--- src/rtl/serial_subtractor.sv ---
// serial_subtractor: bit-serial unsigned subtractor, diff = (a - b) mod 2^WIDTH, LSB first.
// Latency WIDTH clocks from the edge accepting start to the done pulse; one op per WIDTH clocks.
// start is ignored while busy; diff/bout hold the last result until the next completion.
//
// Ports:
//   clk, rst      : single clock, synchronous active-high reset
//   start, a, b   : request and operands, sampled together on the accepting edge
//   diff, bout    : registered result and borrow out (bout = a < b)
//   busy, done    : operation in progress / one-cycle completion pulse
module serial_subtractor #(
  parameter int WIDTH = 4
) (
  input  logic             clk,
  input  logic             rst,
  input  logic             start,
  input  logic [WIDTH-1:0] a,
  input  logic [WIDTH-1:0] b,
  output logic [WIDTH-1:0] diff,
  output logic             bout,
  output logic             busy,
  output logic             done
);

  localparam int CW = $clog2(WIDTH + 1);
  localparam logic [CW-1:0] LAST = CW'(WIDTH - 1);

  typedef enum logic {
    IDLE = 1'b0,
    RUN  = 1'b1
  } state_t;

  state_t           state, state_n;
  logic [WIDTH-1:0] sa, sa_n;
  logic [WIDTH-1:0] sb, sb_n;
  logic [WIDTH-1:0] sr, sr_n;
  logic             br, br_n;
  logic [CW-1:0]    cnt, cnt_n;
  logic [WIDTH-1:0] diff_n;
  logic             bout_n;
  logic             done_n;
  logic             d;

  // State and datapath registers; reset wins over any coincident start.
  always_ff @(posedge clk) begin
    if (rst) begin
      state <= IDLE;
      sa    <= '0;
      sb    <= '0;
      sr    <= '0;
      br    <= 1'b0;
      cnt   <= '0;
      diff  <= '0;
      bout  <= 1'b0;
      done  <= 1'b0;
    end else begin
      state <= state_n;
      sa    <= sa_n;
      sb    <= sb_n;
      sr    <= sr_n;
      br    <= br_n;
      cnt   <= cnt_n;
      diff  <= diff_n;
      bout  <= bout_n;
      done  <= done_n;
    end
  end

  // Next-state and datapath logic.
  always_comb begin
    state_n = state;
    sa_n    = sa;
    sb_n    = sb;
    sr_n    = sr;
    br_n    = br;
    cnt_n   = cnt;
    diff_n  = diff;
    bout_n  = bout;
    done_n  = 1'b0;
    d       = sa[0] ^ sb[0] ^ br;

    unique case (state)
      IDLE: begin
        if (start) begin
          sa_n    = a;
          sb_n    = b;
          sr_n    = '0;
          br_n    = 1'b0;
          cnt_n   = '0;
          state_n = RUN;
        end
      end
      RUN: begin
        // Full-subtractor borrow: borrow when a=0,b=1, or propagate when a==b.
        br_n  = (~sa[0] & sb[0]) | (~(sa[0] ^ sb[0]) & br);
        sr_n  = {d, sr[WIDTH-1:1]};
        sa_n  = sa >> 1;
        sb_n  = sb >> 1;
        cnt_n = cnt + 1'b1;
        if (cnt == LAST) begin
          // Publish the shifted value that already includes this bit.
          diff_n  = sr_n;
          bout_n  = br_n;
          done_n  = 1'b1;
          state_n = IDLE;
        end
      end
      default: state_n = IDLE;
    endcase
  end

  assign busy = (state == RUN);

endmodule

--- config.mk ---
export PLATFORM = sky130hd
export DESIGN_NAME = serial_subtractor
export DESIGN_NICKNAME = d
export VERILOG_FILES = /design/src/rtl/serial_subtractor.sv
export SDC_FILE = /design/constraint.sdc
export NUM_CORES = 1
export LEC_CHECK = 0
export BUFFER_PORTS_ARGS = -buffer_cell sky130_fd_sc_hd__buf_2
export CORE_ASPECT_RATIO = 1.4
export CORE_MARGIN = 2
export CORE_UTILIZATION = 50
export CTS_CLUSTER_SIZE = 12
export DETAILED_ROUTE_END_ITERATION = 10
export GPL_ROUTABILITY_DRIVEN = 0
export MAX_ROUTING_LAYER = met4
export PLACE_DENSITY = 0.82
export SYNTH_ARGS = -nofsm -noshare
export SYNTH_HDL_FRONTEND = slang
export SYNTH_SLANG_ARGS = --single-unit
--- constraint.sdc ---
create_clock -name clk -period 1.3 [get_ports clk]
set_input_delay 0.195 -clock clk [delete_from_list [all_inputs] [get_ports clk]]
set_output_delay 0.195 -clock clk [all_outputs]
set_load 0.01 [all_outputs]
Word level (Yosys, flattened, before mapping)
Index checks and enable logic that the tools add are counted.
{"block": "totals", "ff_bits": 23, "latch_bits": 0, "ram_bits": 0, "mem_bits_ro": 0, "inputBits": 11, "output_inout_bits": 7, "wordCells": 36, "mem_count": 0}
{"block": "op_classes", "add_sub_neg": 1, "n_mul": 0, "div_mod_pow": 0, "order_cmp": 0, "n_eq_ne": 2, "shift": 0, "muxes": 14, "n_bitwise": 8, "n_reduce_logical": 2}
{"op": "4-bit case mux with 2 select lines", "count": 3}
{"op": "4-bit 2-to-1 mux", "count": 3}
{"op": "3-bit case mux with 2 select lines", "count": 1}
{"op": "1-bit 2-to-1 mux", "count": 4}
{"op": "1-bit case mux with 2 select lines", "count": 2}
{"op": "3-bit by 1-bit adder with 3-bit output (second input constant)", "count": 1}
{"op": "3-bit by 2-bit equality test with 1-bit output (second input constant)", "count": 1}
{"op": "3-bit 2-to-1 mux", "count": 1}
{"op": "1-bit NOT", "count": 3}
{"op": "1-bit bitwise AND", "count": 2}
{"op": "2-bit inequality test (second input constant)", "count": 1}
{"op": "2-bit AND reduction", "count": 1}
{"op": "2-bit OR reduction", "count": 1}
{"op": "1-bit XOR", "count": 2}
{"op": "1-bit bitwise OR", "count": 1}

Depth between registers and ports, before layout
{"block": "logic_depth", "word_depth": 5, "depth_mapped": 5}

Worst setup path before layout
No wires, ideal clock.
{"block": "synth_timing", "path_type": "reg-to-reg", "startpoint": "register cnt[0]", "endpoint": "register diff[0]", "arrival_time_ps": 1127, "t_required_ps": 1229, "path_slack_ps": 102, "path_stages_with_launch": 6, "path_buffers": 1, "path_cell_list": "dfxtp_1 -> ha_1 -> ha_1 -> buf_2 -> a21bo_2 -> a21oi_1"}
{"block": "synth_between", "elab_chain_cells": 2}
{"element": "start, declared", "line": "37", "source": "logic [CW-1:0] cnt, cnt_n;"}
{"element": "start signal, assigned", "line": "61", "source": "cnt <= cnt_n;"}
{"element": "3-bit by 2-bit equality test with 1-bit output", "line": "99", "source": "if (cnt == LAST) begin"}
{"element": "2-bit AND reduction (no source line)"}
{"element": "end signal, assigned", "line": "62", "source": "diff <= diff_n;"}
{"element": "end, declared", "line": "18", "source": "output logic [WIDTH-1:0] diff,"}
No other way between the ends.
A chain may end at the register's enable or synchronous reset.

Worst setup path in the final report
{"block": "layout_timing", "startpoint": "register sb[0]", "endpoint": "register diff[3]"}
{"block": "layout_between", "elab_chain_cells": 2}
{"element": "start, declared", "line": "34", "source": "logic [WIDTH-1:0] sb, sb_n;"}
{"element": "start signal, assigned", "line": "58", "source": "sb <= sb_n;"}
{"element": "1-bit XOR (2 in a row)", "line": "79", "source": "d = sa[0] ^ sb[0] ^ br;"}
{"element": "via d", "line": "41", "source": "logic d;"}
The timed path passes the listed nets, and every way through them passes these cells.

==> results.sh <==
export IMPL_grt_max_degree=38
export IMPL_yosysTopAreaCellShare_pct=44.8
export IMPL_worstPathRequired_ns=1.55
export IMPL_period_share_pct=92.6
export IMPL_syn_mean_instance_area_um2=10.0
export IMPL_finalHoldViolCount=0
export IMPL_worst_slew_pin_slew_ns=0.403
export IMPL_swShare_pct=21.9
export IMPL_synth_common_cells="22 x dfxtp_1, 12 x a21oi_1, 8 x mux2i_1"
export IMPL_tritoncts="built"
export IMPL_via_per_inst=5.35
export IMPL_grt_pass1_wl_um=3060
export IMPL_netSwitchingPower_mw=0.304
export IMPL_rsz0062_at_grt="false"
export IMPL_hp_class="primary input to flop"
export IMPL_status="complete, no violations"
export IMPL_setup_viol=0
export IMPL_cts_sinks=22
export IMPL_p_per_area_mw_per_mm2=1240
export IMPL_synth_top_flop_cell="dfxtp_1"
export IMPL_syn_area_um2=983
export IMPL_die_area_mm2=0.00234
export IMPL_drt_iter0_drc=2
export IMPL_synth_top_area_cell="dfxtp_1"
export IMPL_synth_warnings=0
export IMPL_final_area_mm2=0.00112
export IMPL_final_util_pct=59.0
export IMPL_synthDistinctLibCells=21
export IMPL_placementRows=19
export IMPL_cpLargestDelayFamily="adder cells"
export IMPL_ctsHoldBuffers=0
export IMPL_synth_seq_cells=22
export IMPL_cp_slowest_cell="fa_1"
export IMPL_seqPwrFrac_pct=52.0
export IMPL_die_w_um=41.5
export IMPL_synth_nets=112
export IMPL_ys_top_cells_by_area="dfxtp_1 45%, mux2i_1 8.1%, or3b_1 6.2%, a21oi_1 6.1%, a211oi_1 4.6%"
export IMPL_area_delta_synth_final_pct=14.1
export IMPL_ys_seq_area_share_pct=44.8
export IMPL_drt_pass1_iter_count=4
export IMPL_final_antenna_net_count=0
export IMPL_vias=717
export IMPL_postPlaceCellArea_mm2=0.00106
export IMPL_synth_edf_count=0
export IMPL_grt_pass1_vias=732
export IMPL_layout_drive_gt1_share_pct=24.8
export IMPL_worst_path_largest_cell_delay_ns=0.54
export IMPL_drcViolationCount=0
export IMPL_crit_type="flop to flop"
export IMPL_cts_setup_buffers=0
export IMPL_clock_latency_ns=0.30
export IMPL_fin_nets=128
export IMPL_portBuffers=17
export IMPL_path_cells="inv_1, fa_1, nand3_1, a21oi_1"
export IMPL_synth_most_common_cell="dfxtp_1"
export IMPL_htreeDepth=1
export IMPL_fp_dieH_um=56.5
export IMPL_path_clk_slew_ns=0.12
export IMPL_cts_max_path_buffers=2
export IMPL_cts_inserted_buffers=3
export IMPL_fin_ws_ns=0.0960
export IMPL_pwr_share_clk_pct=37.1
export IMPL_hold_slack_ns=0.182
export IMPL_wl_um=1710
export IMPL_pre_cts_ws_ns=-0.0189
export IMPL_max_freq_mhz=831
export IMPL_antenna_found_initial=0
export IMPL_power_internal_mw=1.09
export IMPL_overflow=0
export IMPL_maxCapViolCount=0
export IMPL_cts_root_buf="clkbuf_4"
export IMPL_crit_buf_inv=1
export IMPL_initial_core_util_pct=51.7
export IMPL_cp_start_kind="flop"
export IMPL_num_antenna_cells=0
export IMPL_p_leak_nw=0.453
export IMPL_relSlewSlack_pct=73.1
export IMPL_grt_util_all_layers_pct=16.8
export IMPL_crit_arrival_ns=1.45
export IMPL_final_max_slew_viol_count=0
export IMPL_fin_worst_skew_ns=0.00750
export IMPL_end_kind="flop"
export IMPL_syn_inst=98
export IMPL_ios=18
export IMPL_pwr_share_comb_pct=11.0
export IMPL_core_mm2=0.00190
export IMPL_irDropWorstVdd_mv=0.979
export IMPL_min_period_ns=1.20
export IMPL_dp_hpwl_um=1230
export IMPL_routedWlPerCell_um=12.7
export IMPL_async_reset_ff_share_pct=0
export IMPL_cp_max_fo=2
metal layers:
layer  GRT usage (%)  up-vias  wire length, um
li1                -      369                -
met1            18.4      338              724
met2            30.4        8              931
met3            1.93        2               37
met4            6.91        0               16
met5               -        -                0
registers in the layout, summed over array words and instances, names as in the netlist:
register and count:
bout 1, br 1, busy 1, cnt 3, diff 4, done 1, sa 4, sb 4
sr 3
cell families (layout without fill, tap and decap cells):
kind of cell / count (synthesis) / count (layout) / synth area share, %
simple gates: 30 / 30 / 18.6
compound gates: 24 / 24 / 16.5
flops: 22 / 22 / 44.8
buf+inv: 11 / 26 / 7.38
mux: 8 / 8 / 8.14
fa+ha+maj: 3 / 3 / 4.58
stage by stage:
step | TNS (ns) | total power, mW | std cells
after CTS | 0 | 1.41 | 134
after detailed placement | -0.0189 | 0.892 | 130
final | 0 | 1.39 | 134
after global placement | 0 | 0.882 | 130
after global routing | 0 | 1.45 | 134
after floorplan | 0 | 0.854 | 98
power by group through the flow:
stage               Combinational (mW)  Sequential, mW  Clock, mW
floorplan                        0.116           0.738          0
global placement                 0.145           0.737          0
detailed placement               0.154           0.739          0
CTS                              0.154           0.724      0.531
global route                     0.172           0.727      0.553
finish                           0.153           0.723      0.516
path summary, 6_finish.rpt:
check	from	to	slack, ns	cells after the start
min reg2reg	sr[3]	sr[2]	0.48	2
max reg2reg	sb[0]	diff[3]	0.1	4
min	a[3]	sa[3]	0.18	3
max	sb[0]	diff[3]	0.1	4
cell usage in the layout, fill, tap and decap left out:
| cell type | n |
|---|---|
| nor2b_1 | 6 |
| nand2_1 | 5 |
| or3b_1 | 7 |
| clkbuf_4 | 3 |
| nor2_1 | 1 |
| a21oi_1 | 12 |
| ha_4 | 1 |
| dfxtp_1 | 22 |
| bufinv_16 | 1 |
| a21bo_2 | 4 |
| a211oi_1 | 6 |
| mux2i_1 | 8 |
| nor3_1 | 2 |
| a21oi_2 | 1 |
| inv_1 | 4 |
| buf_12 | 1 |
| nand2b_1 | 5 |
| ha_1 | 1 |
| buf_2 | 17 |
| a311oi_1 | 1 |
| nand3_1 | 4 |
| fa_1 | 1 |
tightest hold or removal path: cells and delay by family:
family / cells / cell delay, ns
simple gates: 1 / 0.12
mux: 1 / 0.05
buf+inv: 1 / 0.07
layout make-up:
class	instances	area (um2)
multi-input combinational	65	483
clock buffer	3	22.5
clock inverter	1	30.0
inverter	4	15.0
tap	21	26.3
timing repair buffer	18	105
sequential	22	440
fill	179	779
repair_timing:
item	4_1_cts	5_1_grt
cloned	0	0
endpoints found under the setup margin	1	1
hold endpoints to repair	0	0
resized for setup	1	1
(Power assumes the default switching activity.)
